<file path="src/rtl/fifo_rd_streamer.sv">
//------------------------------------------------------------------------------
// Module      : fifo_rd_streamer
// Description : Read-side companion for the narrowing FIFO. Issues rden_o to the
//               FIFO, captures rdata_i one cycle later into a 2-entry circular
//               buffer, and presents the words downstream as a valid/ready
//               stream at up to one beat per cycle.
//               Optional packet tagging is enabled by defining the macro
//               FIFO_RD_STREAMER_LAST_EN. With it, out_last_o marks every
//               BEATS_PER_PKT-th beat. Without it, out_last_o is tied to 0.
// Revision    : 1.0 - initial release
//------------------------------------------------------------------------------
`default_nettype none

module fifo_rd_streamer #(
    parameter int DATA_WIDTH    = 16,
    parameter int BEATS_PER_PKT = 2
) (
    input  logic                  clk,
    input  logic                  rst,
    output logic                  rden_o,
    input  logic [DATA_WIDTH-1:0] rdata_i,
    input  logic                  rdempty_i,
    output logic                  out_valid_o,
    input  logic                  out_ready_i,
    output logic [DATA_WIDTH-1:0] out_data_o,
    output logic                  out_last_o
);

    // Only 1, 2 and 4 beats per packet are meaningful for the FIFO width ratios.
    if (!(BEATS_PER_PKT == 1 || BEATS_PER_PKT == 2 || BEATS_PER_PKT == 4)) begin : g_bad_bpp
        $error("fifo_rd_streamer: BEATS_PER_PKT must be 1, 2 or 4");
    end

    logic [DATA_WIDTH-1:0] r_buf [0:1];
    logic                  r_wptr;
    logic                  r_rptr;
    logic                  r_inflight;
    logic [1:0]            r_occ;
    logic                  w_pop;
    logic [2:0]            w_credit;

    // A beat leaves whenever the head entry is offered and accepted.
    assign w_pop = out_valid_o & out_ready_i;

    // Entries committed after this cycle: occupied plus landing minus leaving.
    // This is also the next occupancy, so one adder serves both purposes.
    assign w_credit = {1'b0, r_occ} + {2'b00, r_inflight} - {2'b00, w_pop};

    // Read only when a slot is guaranteed for the returning word.
    assign rden_o = ~rst & ~rdempty_i & (w_credit < 3'd2);

    // Outputs come straight from state registers; rdata_i never reaches them
    // combinationally.
    assign out_valid_o = (r_occ != 2'd0);
    assign out_data_o  = r_buf[r_rptr];

    // Track the in-flight read and advance pointers and occupancy.
    always_ff @(posedge clk) begin
        if (rst) begin
            r_inflight <= 1'b0;
            r_wptr     <= 1'b0;
            r_rptr     <= 1'b0;
            r_occ      <= 2'd0;
        end else begin
            r_inflight <= rden_o;
            if (r_inflight) begin
                r_wptr <= ~r_wptr;
            end
            if (w_pop) begin
                r_rptr <= ~r_rptr;
            end
            r_occ <= w_credit[1:0];
        end
    end

    // Land the FIFO word one cycle after its read strobe. A read issued just
    // before reset is dropped here, so it never becomes visible.
    always_ff @(posedge clk) begin
        if (!rst && r_inflight) begin
            r_buf[r_wptr] <= rdata_i;
        end
    end

`ifdef FIFO_RD_STREAMER_LAST_EN
    localparam int c_BEAT_W = (BEATS_PER_PKT > 1) ? $clog2(BEATS_PER_PKT) : 1;
    localparam logic [c_BEAT_W-1:0] c_LAST_BEAT = c_BEAT_W'(BEATS_PER_PKT - 1);

    logic [c_BEAT_W-1:0] r_beat;

    // Count accepted beats within a packet; alignment restarts after reset.
    always_ff @(posedge clk) begin
        if (rst) begin
            r_beat <= '0;
        end else if (w_pop) begin
            if (r_beat == c_LAST_BEAT) begin
                r_beat <= '0;
            end else begin
                r_beat <= r_beat + c_BEAT_W'(1);
            end
        end
    end

    assign out_last_o = out_valid_o & (r_beat == c_LAST_BEAT);
`else
    assign out_last_o = 1'b0;
`endif

endmodule

`default_nettype wire
</file>
<file path="config.mk">
export PLATFORM = sky130hd
export DESIGN_NAME = fifo_rd_streamer
export DESIGN_NICKNAME = d
export VERILOG_FILES = /design/src/rtl/fifo_rd_streamer.sv
export SDC_FILE = /design/constraint.sdc
export NUM_CORES = 1
export LEC_CHECK = 0
export ABC_CLOCK_PERIOD_IN_PS = 2500
export CAP_MARGIN = 40
export CORE_ASPECT_RATIO = 1.2
export CORE_MARGIN = 2
export CORE_UTILIZATION = 25
export CTS_CLUSTER_DIAMETER = 50
export DETAILED_ROUTE_END_ITERATION = 6
export GPL_TIMING_DRIVEN = 0
export PLACE_DENSITY = 0.55
export SYNTH_ARGS = -nofsm -noshare
export SYNTH_HDL_FRONTEND = slang
export SYNTH_SLANG_ARGS = --single-unit
</file>
<file path="constraint.sdc">
create_clock -name clk -period 2.5 [get_ports clk]
set_clock_uncertainty 0.15 [all_clocks]
set_input_delay 0.375 -clock clk [delete_from_list [all_inputs] [get_ports clk]]
set_output_delay 0.375 -clock clk [all_outputs]
set_load 0.05 [all_outputs]
</file>
==> results of run 1 <==
==> cell type report <==
cell class	instances	area, sq um	area share
clock inverter	3	16.3	0.00753
clock buffer	5	68.8	0.0318
inverter	4	15.0	0.00695
buffer	4	43.8	0.0203
tap	82	103	0.0475
multi-input combinational	35	435	0.202
sequential	38	1090	0.503
timing repair buffer	40	393	0.182
==> logic make-up (layout without fill, tap and decap cells) <==
family,Yosys count,after routing,synth area share
flip-flops,38,38,0.711
multiplexers,18,18,0.158
AND/OR/NAND/NOR,10,10,0.0387
buffers and inverters,8,56,0.0387
adder cells (fa/ha/maj),3,3,0.0296
XOR/XNOR,2,2,0.0115
other,1,1,0.00247
AO/OA/AOI/OAI,1,1,0.00987
==> power by group <==
group | internal (mW) | leakage [nW] | switching (mW) | total, mW
clock | 0.191 | 0.0416 | 0.208 | 0.399
combinational | 0.420 | 0.385 | 0.530 | 0.950
sequential | 0.779 | 0.340 | 0.0391 | 0.819
total | 1.39 | 0.766 | 0.778 | 2.17
==> metal layers <==
metal | vias up | global-route usage | part of all wire | routed length [microns]
met3 | 5 | 0.0338 | 0.070 | 193
met5 | - | 0 | 0 | 0
li1 | 386 | - | - | -
met4 | 0 | 0.0335 | 0.017 | 48
met1 | 395 | 0.0832 | 0.40 | 1090
met2 | 31 | 0.151 | 0.51 | 1410
==> path summary, 6_finish.rpt <==
kind / startpoint / to / depth (start not counted)
max: r_occ[0]$_SDFF_PP0_ / rden_o / 7
min: rst / r_occ[0]$_SDFF_PP0_ / 2
min reg2reg: r_wptr$_SDFFE_PP0P_ / r_wptr$_SDFFE_PP0P_ / 2
max reg2reg: r_occ[0]$_SDFF_PP0_ / r_inflight$_SDFF_PP0_ / 7
==> timing repair <==
item / 4_1_cts / 5_1_grt
pin swaps: 3 / 1
setup buffers: 3 / 0
endpoints found under the setup margin: 1 / 2
resized for setup: 17 / 1
hold endpoints to repair: 0 / 0
==> synthesized netlist by cell type <==
master / instances
edfxtp_1: 32
nor2b_1: 3
mux2_2: 6
o21a_4: 1
xnor2_1: 2
conb_1: 1
nor2_1: 2
inv_1: 4
buf_4: 1
mux2_1: 2
nand2_1: 1
fa_1: 1
clkbuf_2: 1
buf_12: 1
and3b_1: 1
mux2_4: 10
nor4_1: 2
dfxtp_1: 6
nor3b_1: 1
buf_6: 1
ha_1: 2
==> state kept, by name, summed over array words and instances (netlist names), named ones only <==
name        cells
r_buf          32
r_inflight      1
r_occ           2
r_rptr          1
r_wptr          1
==> metrics by stage <==
stage / TNS [ns] / util / hold slack (ns)
4_1_cts: -0.259 / 0.361 / 0.271
5_1_grt: -0.263 / 0.362 / 0.288
3_3_place_gp: -10.09 / 0.335 / 0.363
2_1_floorplan: -0.155 / - / 0.304
3_5_place_dp: -1.09 / 0.337 / 0.411
6_report: -0.182 / 0.362 / 0.268
==> flow_summary.json, run 1 <==
{
  "synth_top_area_cell": "edfxtp_1",
  "cpPeakStageDelay_ns": 0.44,
  "gp_congestion": 0.711,
  "worst_slack_ns": -0.182,
  "place_ws_ns": -1.08,
  "start_util": 0.255,
  "yosysWarnings": 0,
  "ys_ff_latch": 38,
  "clk_path_buf_depth": 2,
  "wl_mm": 2.75,
  "power_mw": 2.17,
  "h-tree-depth": 2,
  "synth_cell_type_count": 21,
  "max-cap-violations": 0,
  "place_hpwl_mm": 1.97,
  "worst_pin_slew_ns": 0.779,
  "clock-sinks": 38,
  "grt_max_degree": 17,
  "hold_viol": 0,
  "die_h_microns": 89.4,
  "grt_pass1_wl_mm": 4.06,
  "grt_usage": 0.0830,
  "finalCriticalPeriod_ns": 2.68,
  "instances_no_fill": 211,
  "dpl.cell_count": 200,
  "worstSetupEndpointType": "primary output",
  "critPathRequiredTime_ns": 1.98,
  "fillerInstances": 598,
  "crit_chain": "o21a_4, ha_4, inv_2, ha_4, fa_2, nor4_4, buf_6",
  "hold_buffers": 0,
  "rows": 31,
  "port_buffers": 36,
  "slew_viol_final": 0,
  "synthesis.area_sq_um": 1520,
  "synthToLayoutAreaGrowth_pct": 42.1,
  "grt_antenna_before_repair": 0,
  "arrival_ns": 2.16,
  "cp_slowest_cell": "fa_2",
  "ios": 39,
  "ir_drop_mv": 0.463,
  "die_x_microns": 75.2,
  "mostFrequentLayoutCell": "clkdlybuf4s50_1",
  "timing.critical_path.mode_cell": "ha_4",
  "p_per_area_nw_per_um2": 1000,
  "first_iter_violations": 17,
  "netlist.area_leader.share": 0.632,
  "first_pass_iters": 3,
  "viasPerCell": 3.87,
  "final_area_sq_um": 2160,
  "violations": "setup timing",
  "cts_buffers": 5,
  "netlist_instances": 81,
  "routed-via-count": 817,
  "critPathKind": "flip-flop to primary output",
  "place_area_sq_um": 2010,
  "worst-path-max-fanout": 2,
  "tritoncts": "yes",
  "final_cell_mix": "clkdlybuf4s50_1 (33), edfxtp_1 (32), mux2_4 (10)",
  "drcViolationCount": 0,
  "syn_avg_cell_area_sq_um": 18.8,
  "grt_setup_unrepaired": "yes",
  "root_buffer": "clkbuf_8",
  "crit_family": "adder cells",
  "clk_pin_slew_ns": 0.07,
  "setup_viol": 1,
  "layout-drive-gt1-share": 0.326,
  "ant_nets": 0,
  "clkLatencyLatePin_ns": 0.28,
  "coreArea_sq_um": 5970,
  "syn_nets": 104,
  "gr-total-overflow": 0,
  "fin_crit_sh": 1.07,
  "r2r_slack_ns": 0.40,
  "yosysSeqAreaShare": 0.711,
  "status": "finished with violations",
  "fin_nets": 151,
  "n_antenna_cell": 0,
  "die_area_sq_um": 6720,
  "start_kind": "flip-flop",
  "leakagePower_nw": 0.766,
  "yosys-top-cells-area": "edfxtp_1 (63%), mux2_4 (9.9%), dfxtp_1 (7.9%)",
  "fmax_mhz": 373,
  "cp_num_buf_inv": 2,
  "grt_pass1_vias": 869,
  "holdCritPathClass": "primary input to flip-flop",
  "avgRoutedWirePerCell_microns": 13.0,
  "max_slew_margin": 0.481
}
(Power assumes the default switching activity.)
==> inputs of run 2 (changes only) <==
- CTS_BUF_LIST: default -> sky130_fd_sc_hd__clkbuf_16
==> run 2 against run 1 <==
- the run still ends with setup timing left
- core utilization grew 0.90 points
- largest cell class unchanged
- via count shrank 0.37%
- non-clock buffer count is the same
- largest power group unchanged
- register-to-register slack is essentially flat
==> flow_summary.json, run 2 (same netlist as run 1, synthesis figures left out) <==
{
  "status": "finished with violations",
  "violations": "setup timing",
  "ios": 39,
  "fillerInstances": 589,
  "p_per_area_nw_per_um2": 1070,
  "die_area_sq_um": 6720,
  "rows": 31,
  "clock-sinks": 38,
  "tritoncts": "yes",
  "largest_register": "r_buf",
  "place_ws_ns": -1.08,
  "root_buffer": "clkbuf_16",
  "final_cell_mix": "clkdlybuf4s50_1 (34), edfxtp_1 (32), mux2_4 (10)",
  "grt_max_degree": 17,
  "drcViolationCount": 0,
  "synthToLayoutAreaGrowth_pct": 45.7,
  "clk_pin_slew_ns": 0.05,
  "hold_buffers": 0,
  "grt_setup_unrepaired": "yes",
  "worst_slack_ns": -0.169,
  "gp_congestion": 0.711,
  "fin_crit_sh": 1.07,
  "avgRoutedWirePerCell_microns": 12.9,
  "place_area_sq_um": 2010,
  "grt_pass1_wl_mm": 4.03,
  "grt_pass1_vias": 866,
  "grt_usage": 0.0825,
  "max_slew_margin": 0.476,
  "wl_mm": 2.73,
  "ant_nets": 0,
  "start_kind": "flip-flop",
  "first_iter_violations": 14,
  "cts_buffers": 5,
  "n_antenna_cell": 0,
  "worstSetupEndpointType": "primary output",
  "routed-via-count": 814,
  "final_area_sq_um": 2210,
  "layout-drive-gt1-share": 0.326,
  "power_mw": 2.36,
  "viasPerCell": 3.86,
  "holdCritPathClass": "primary input to flip-flop",
  "leakagePower_nw": 0.783,
  "grt_antenna_before_repair": 0,
  "whs_ns": 0.279,
  "coreArea_sq_um": 5970,
  "clk_path_buf_depth": 2,
  "mostFrequentLayoutCell": "clkdlybuf4s50_1",
  "arrival_ns": 2.14,
  "die_h_microns": 89.4,
  "place_hpwl_mm": 1.97,
  "first_pass_iters": 4,
  "fmax_mhz": 375,
  "max-cap-violations": 0,
  "setup_viol": 1,
  "die_x_microns": 75.2,
  "largest_register_ffs": 32,
  "clkLatencyLatePin_ns": 0.27,
  "worst-path-max-fanout": 2,
  "worst_pin_slew_ns": 0.786,
  "slew_viol_final": 0,
  "ir_drop_mv": 0.484,
  "critPathRequiredTime_ns": 1.98,
  "port_buffers": 36,
  "start_util": 0.255,
  "finalCriticalPeriod_ns": 2.67,
  "critPathKind": "flip-flop to primary output",
  "h-tree-depth": 2,
  "gr-total-overflow": 0,
  "fin_nets": 151,
  "hold_viol": 0,
  "largestRegisters": "r_buf: 32 flops, r_occ: 2 flops"
}
run 2: changes by cell type in the layout (fill, tap and decap cells not counted):
cell	previous run	this run
clkbuf_8	5	0
dlymetal6s2s_1	1	0
clkbuf_16	0	5
clkdlybuf4s50_1	33	34
run 2: critical path, cell delays in order, from the launching register on:
cell and delay (ns):
dfxtp_2 0.33, o21a_4 0.22, ha_4 0.26, inv_2 0.04, ha_4 0.15, fa_2 0.44, nor4_4 0.24, buf_6 0.19
run 2: power by group:
group	internal, mW	switching (mW)
logic	0.421	0.530
registers	0.781	0.0393
clock network	0.363	0.227
total	1.56	0.796
run 2: worst paths after layout:
kind / startpoint / end / slack (ns) / cells past startpoint
max reg2reg: r_occ[0]$_SDFF_PP0_ / r_inflight$_SDFF_PP0_ / 0.41 / 7
min: rst / r_occ[0]$_SDFF_PP0_ / 0.28 / 2
min reg2reg: r_wptr$_SDFFE_PP0P_ / r_wptr$_SDFFE_PP0P_ / 0.42 / 2
max: r_occ[0]$_SDFF_PP0_ / rden_o / -0.17 / 7
run 2: cell type report:
class	instances	area (sq um)	area share
plain buffers	4	43.8	0.0198
clock buffers	5	125	0.0565
clock inverters	3	16.3	0.00734
inverters	4	15.0	0.00678
multi-input cells	35	435	0.197
flip-flops and latches	38	1090	0.490
well taps	82	103	0.0463
repair buffers	40	390	0.176
run 2: per-stage QoR:
step | TNS (ns) | instances | util
after global placement | -10.09 | 199 | 0.335
final | -0.169 | 211 | 0.371
after detailed placement | -1.09 | 200 | 0.337
after floorplan | -0.155 | 81 | -
after CTS | -0.239 | 211 | 0.371
after global routing | -0.242 | 211 | 0.371
run 2: what timing repair did:
action,in CTS,in global routing
buffers inserted,3,0
resized for setup,17,0
pin swaps,3,1
endpoints found under the setup margin,1,1
cloned,0,0
run 2: per-layer routing:
metal  global-route usage  share of wire
met1               0.0832           0.39
met2                0.149           0.51
met3               0.0338          0.081
met4               0.0335          0.017
met5                    0              0
==> inputs of run 3 (changes only) <==
- CELL_PAD_IN_SITES_DETAIL_PLACEMENT: default -> 0
- CELL_PAD_IN_SITES_GLOBAL_PLACEMENT: default -> 1
- PLACE_DENSITY: 0.55 -> 0.62
==> run 3 against run 2 <==
- the flow still finishes with violations (setup timing)
- routed wire length down 7.0%
- sequential share of layout area down 0.41 points
- core utilization up 0.27 points
- design area up 0.73%
- combinational power down 2%
- global-route usage down 0.66 points
- maximum frequency up 0.33%
- worst setup slack better by 0.0088 ns
- critical path depth unchanged
- non-clock buffer count down 1
- register-to-register slack better by 0.17 ns
- clock-buffer cell count unchanged
- critical path type unchanged
- critical endpoint unchanged
==> flow_summary.json, run 3 (same netlist as run 1, synthesis figures left out) <==
{
  "dpl.cell_count": 200,
  "largest_register": "r_buf",
  "rows": 31,
  "clk_pin_slew_ns": 0.05,
  "tritoncts": "yes",
  "finalCriticalPeriod_ns": 2.66,
  "largestRegisters": "r_buf: 32 flops, r_occ: 2 flops",
  "clk_path_buf_depth": 2,
  "start_kind": "flip-flop",
  "p_per_area_nw_per_um2": 1090,
  "critPathKind": "flip-flop to primary output",
  "ir_drop_mv": 0.367,
  "whs_ns": 0.279,
  "holdCritPathClass": "primary input to flip-flop",
  "first_iter_violations": 58,
  "largest_register_ffs": 32,
  "fin_crit_sh": 1.06,
  "gr-total-overflow": 0,
  "root_buffer": "clkbuf_16",
  "n_antenna_cell": 0,
  "fillerInstances": 569,
  "clock-sinks": 38,
  "violations": "setup timing",
  "hold_buffers": 0,
  "grt_pass1_wl_mm": 3.77,
  "grt_pass1_vias": 815,
  "max-cap-violations": 0,
  "hold_viol": 0,
  "fmax_mhz": 376,
  "port_buffers": 36,
  "grt_setup_unrepaired": "yes",
  "wl_mm": 2.53,
  "routed-via-count": 791,
  "p_seq_frac": 0.337,
  "place_hpwl_mm": 1.85,
  "status": "finished with violations",
  "power_mw": 2.42,
  "setup_viol": 1,
  "fin_util": 0.373,
  "synthToLayoutAreaGrowth_pct": 46.7,
  "arrival_ns": 2.13,
  "p_comb_frac": 0.385,
  "first_pass_iters": 4,
  "p_switching_uw": 770,
  "h-tree-depth": 2,
  "layout-drive-gt1-share": 0.305,
  "grt_max_degree": 17,
  "netSwitchingFraction": 0.318,
  "worst-path-max-fanout": 3,
  "p_clk_frac": 0.278,
  "drcViolationCount": 0,
  "slew_viol_final": 0,
  "leakagePower_nw": 0.797,
  "final_cell_mix": "clkdlybuf4s50_1 (34), edfxtp_1 (32), mux2_4 (10)",
  "grt_antenna_before_repair": 0,
  "worstSetupEndpointType": "primary output",
  "grt_usage": 0.0759,
  "gp_congestion": 0.695,
  "max_slew_margin": 0.492,
  "critPathRequiredTime_ns": 1.98,
  "fin_nets": 150,
  "worst_pin_slew_ns": 0.763,
  "die_h_microns": 89.4,
  "viasPerCell": 3.77,
  "p_int_mw": 1.65,
  "instances_no_fill": 210,
  "cts_buffers": 5,
  "ant_nets": 0,
  "clkLatencyLatePin_ns": 0.27,
  "setup_tns_ns": -0.160,
  "mostFrequentLayoutCell": "clkdlybuf4s50_1",
  "die_x_microns": 75.2,
  "coreArea_sq_um": 5970,
  "start_util": 0.255,
  "die_area_sq_um": 6720,
  "worst_slack_ns": -0.160,
  "ios": 39,
  "avgRoutedWirePerCell_microns": 12.1
}
==> run 3: cell count changes in the layout (fill, tap and decap cells not counted) <==
cell,change
buf_4,-2
buf_6,+1
bufinv_16,+1
clkinv_1,-1
clkinv_2,-1
clkinvlp_4,-1
dfxtp_1,+1
dfxtp_2,-1
inv_1,+2
==> run 3: layout make-up <==
cell class                 count  area (sq um)  area share
buffer                         4          43.8      0.0196
clock buffer                   5           125      0.0561
clock inverter                 3          37.5      0.0168
inverter                       4          15.0     0.00673
multi-input combinational     35           435       0.195
sequential                    38          1080       0.486
tap                           82           103      0.0460
timing repair buffer          39           387       0.173
==> run 3: final timing paths <==
kind              cells past startpoint  slack [ns]                    end                start
hold / removal                        2        0.28    r_occ[1]$_SDFF_PP0_                  rst
setup reg to reg                      7        0.58  r_inflight$_SDFF_PP0_  r_occ[0]$_SDFF_PP0_
setup / recovery                      7       -0.16                 rden_o  r_occ[0]$_SDFF_PP0_
hold reg to reg                       2        0.41    r_wptr$_SDFFE_PP0P_  r_wptr$_SDFFE_PP0P_
==> run 3: power by group through the flow <==
stage / Sequential [mW] / Clock, mW / Combinational (mW)
2_1_floorplan: 0.818 / 0 / 0.644
3_3_place_gp: 0.824 / 0 / 0.871
3_5_place_dp: 0.828 / 0 / 0.882
4_1_cts: 0.819 / 0.692 / 0.941
5_1_grt: 0.824 / 0.724 / 0.983
6_report: 0.817 / 0.673 / 0.932
==> run 3: through the flow <==
stage / area (sq um) / setup slack (ns)
6_report: 2230 / -0.160
2_1_floorplan: 1540 / -0.155
4_1_cts: 2230 / -0.234
3_3_place_gp: 2000 / -1.04
3_5_place_dp: 2010 / -1.05
5_1_grt: 2230 / -0.214
==> run 3: repair_timing <==
item | CTS | global route
buffers inserted | 2 | 0
setup endpoints to repair | 1 | 1
gates resized for setup | 16 | 0
pin swaps | 3 | 1
==> run 3: metal layers <==
layer / vias to the layer above / track usage / routed length [microns]
met2: 27 / 0.142 / 1360
met4: 0 / 0.0287 / 10
met5: - / 0 / 0
li1: 385 / - / -
met3: 2 / 0.0237 / 120
met1: 377 / 0.0778 / 1040
==> run 3: critical path: stages, from the launching register on <==
cell and delay [ns]:
dfxtp_1 0.32, o21a_4 0.22, ha_4 0.26, inv_2 0.03, ha_4 0.14, fa_2 0.45
nor4_4 0.24, buf_6 0.19
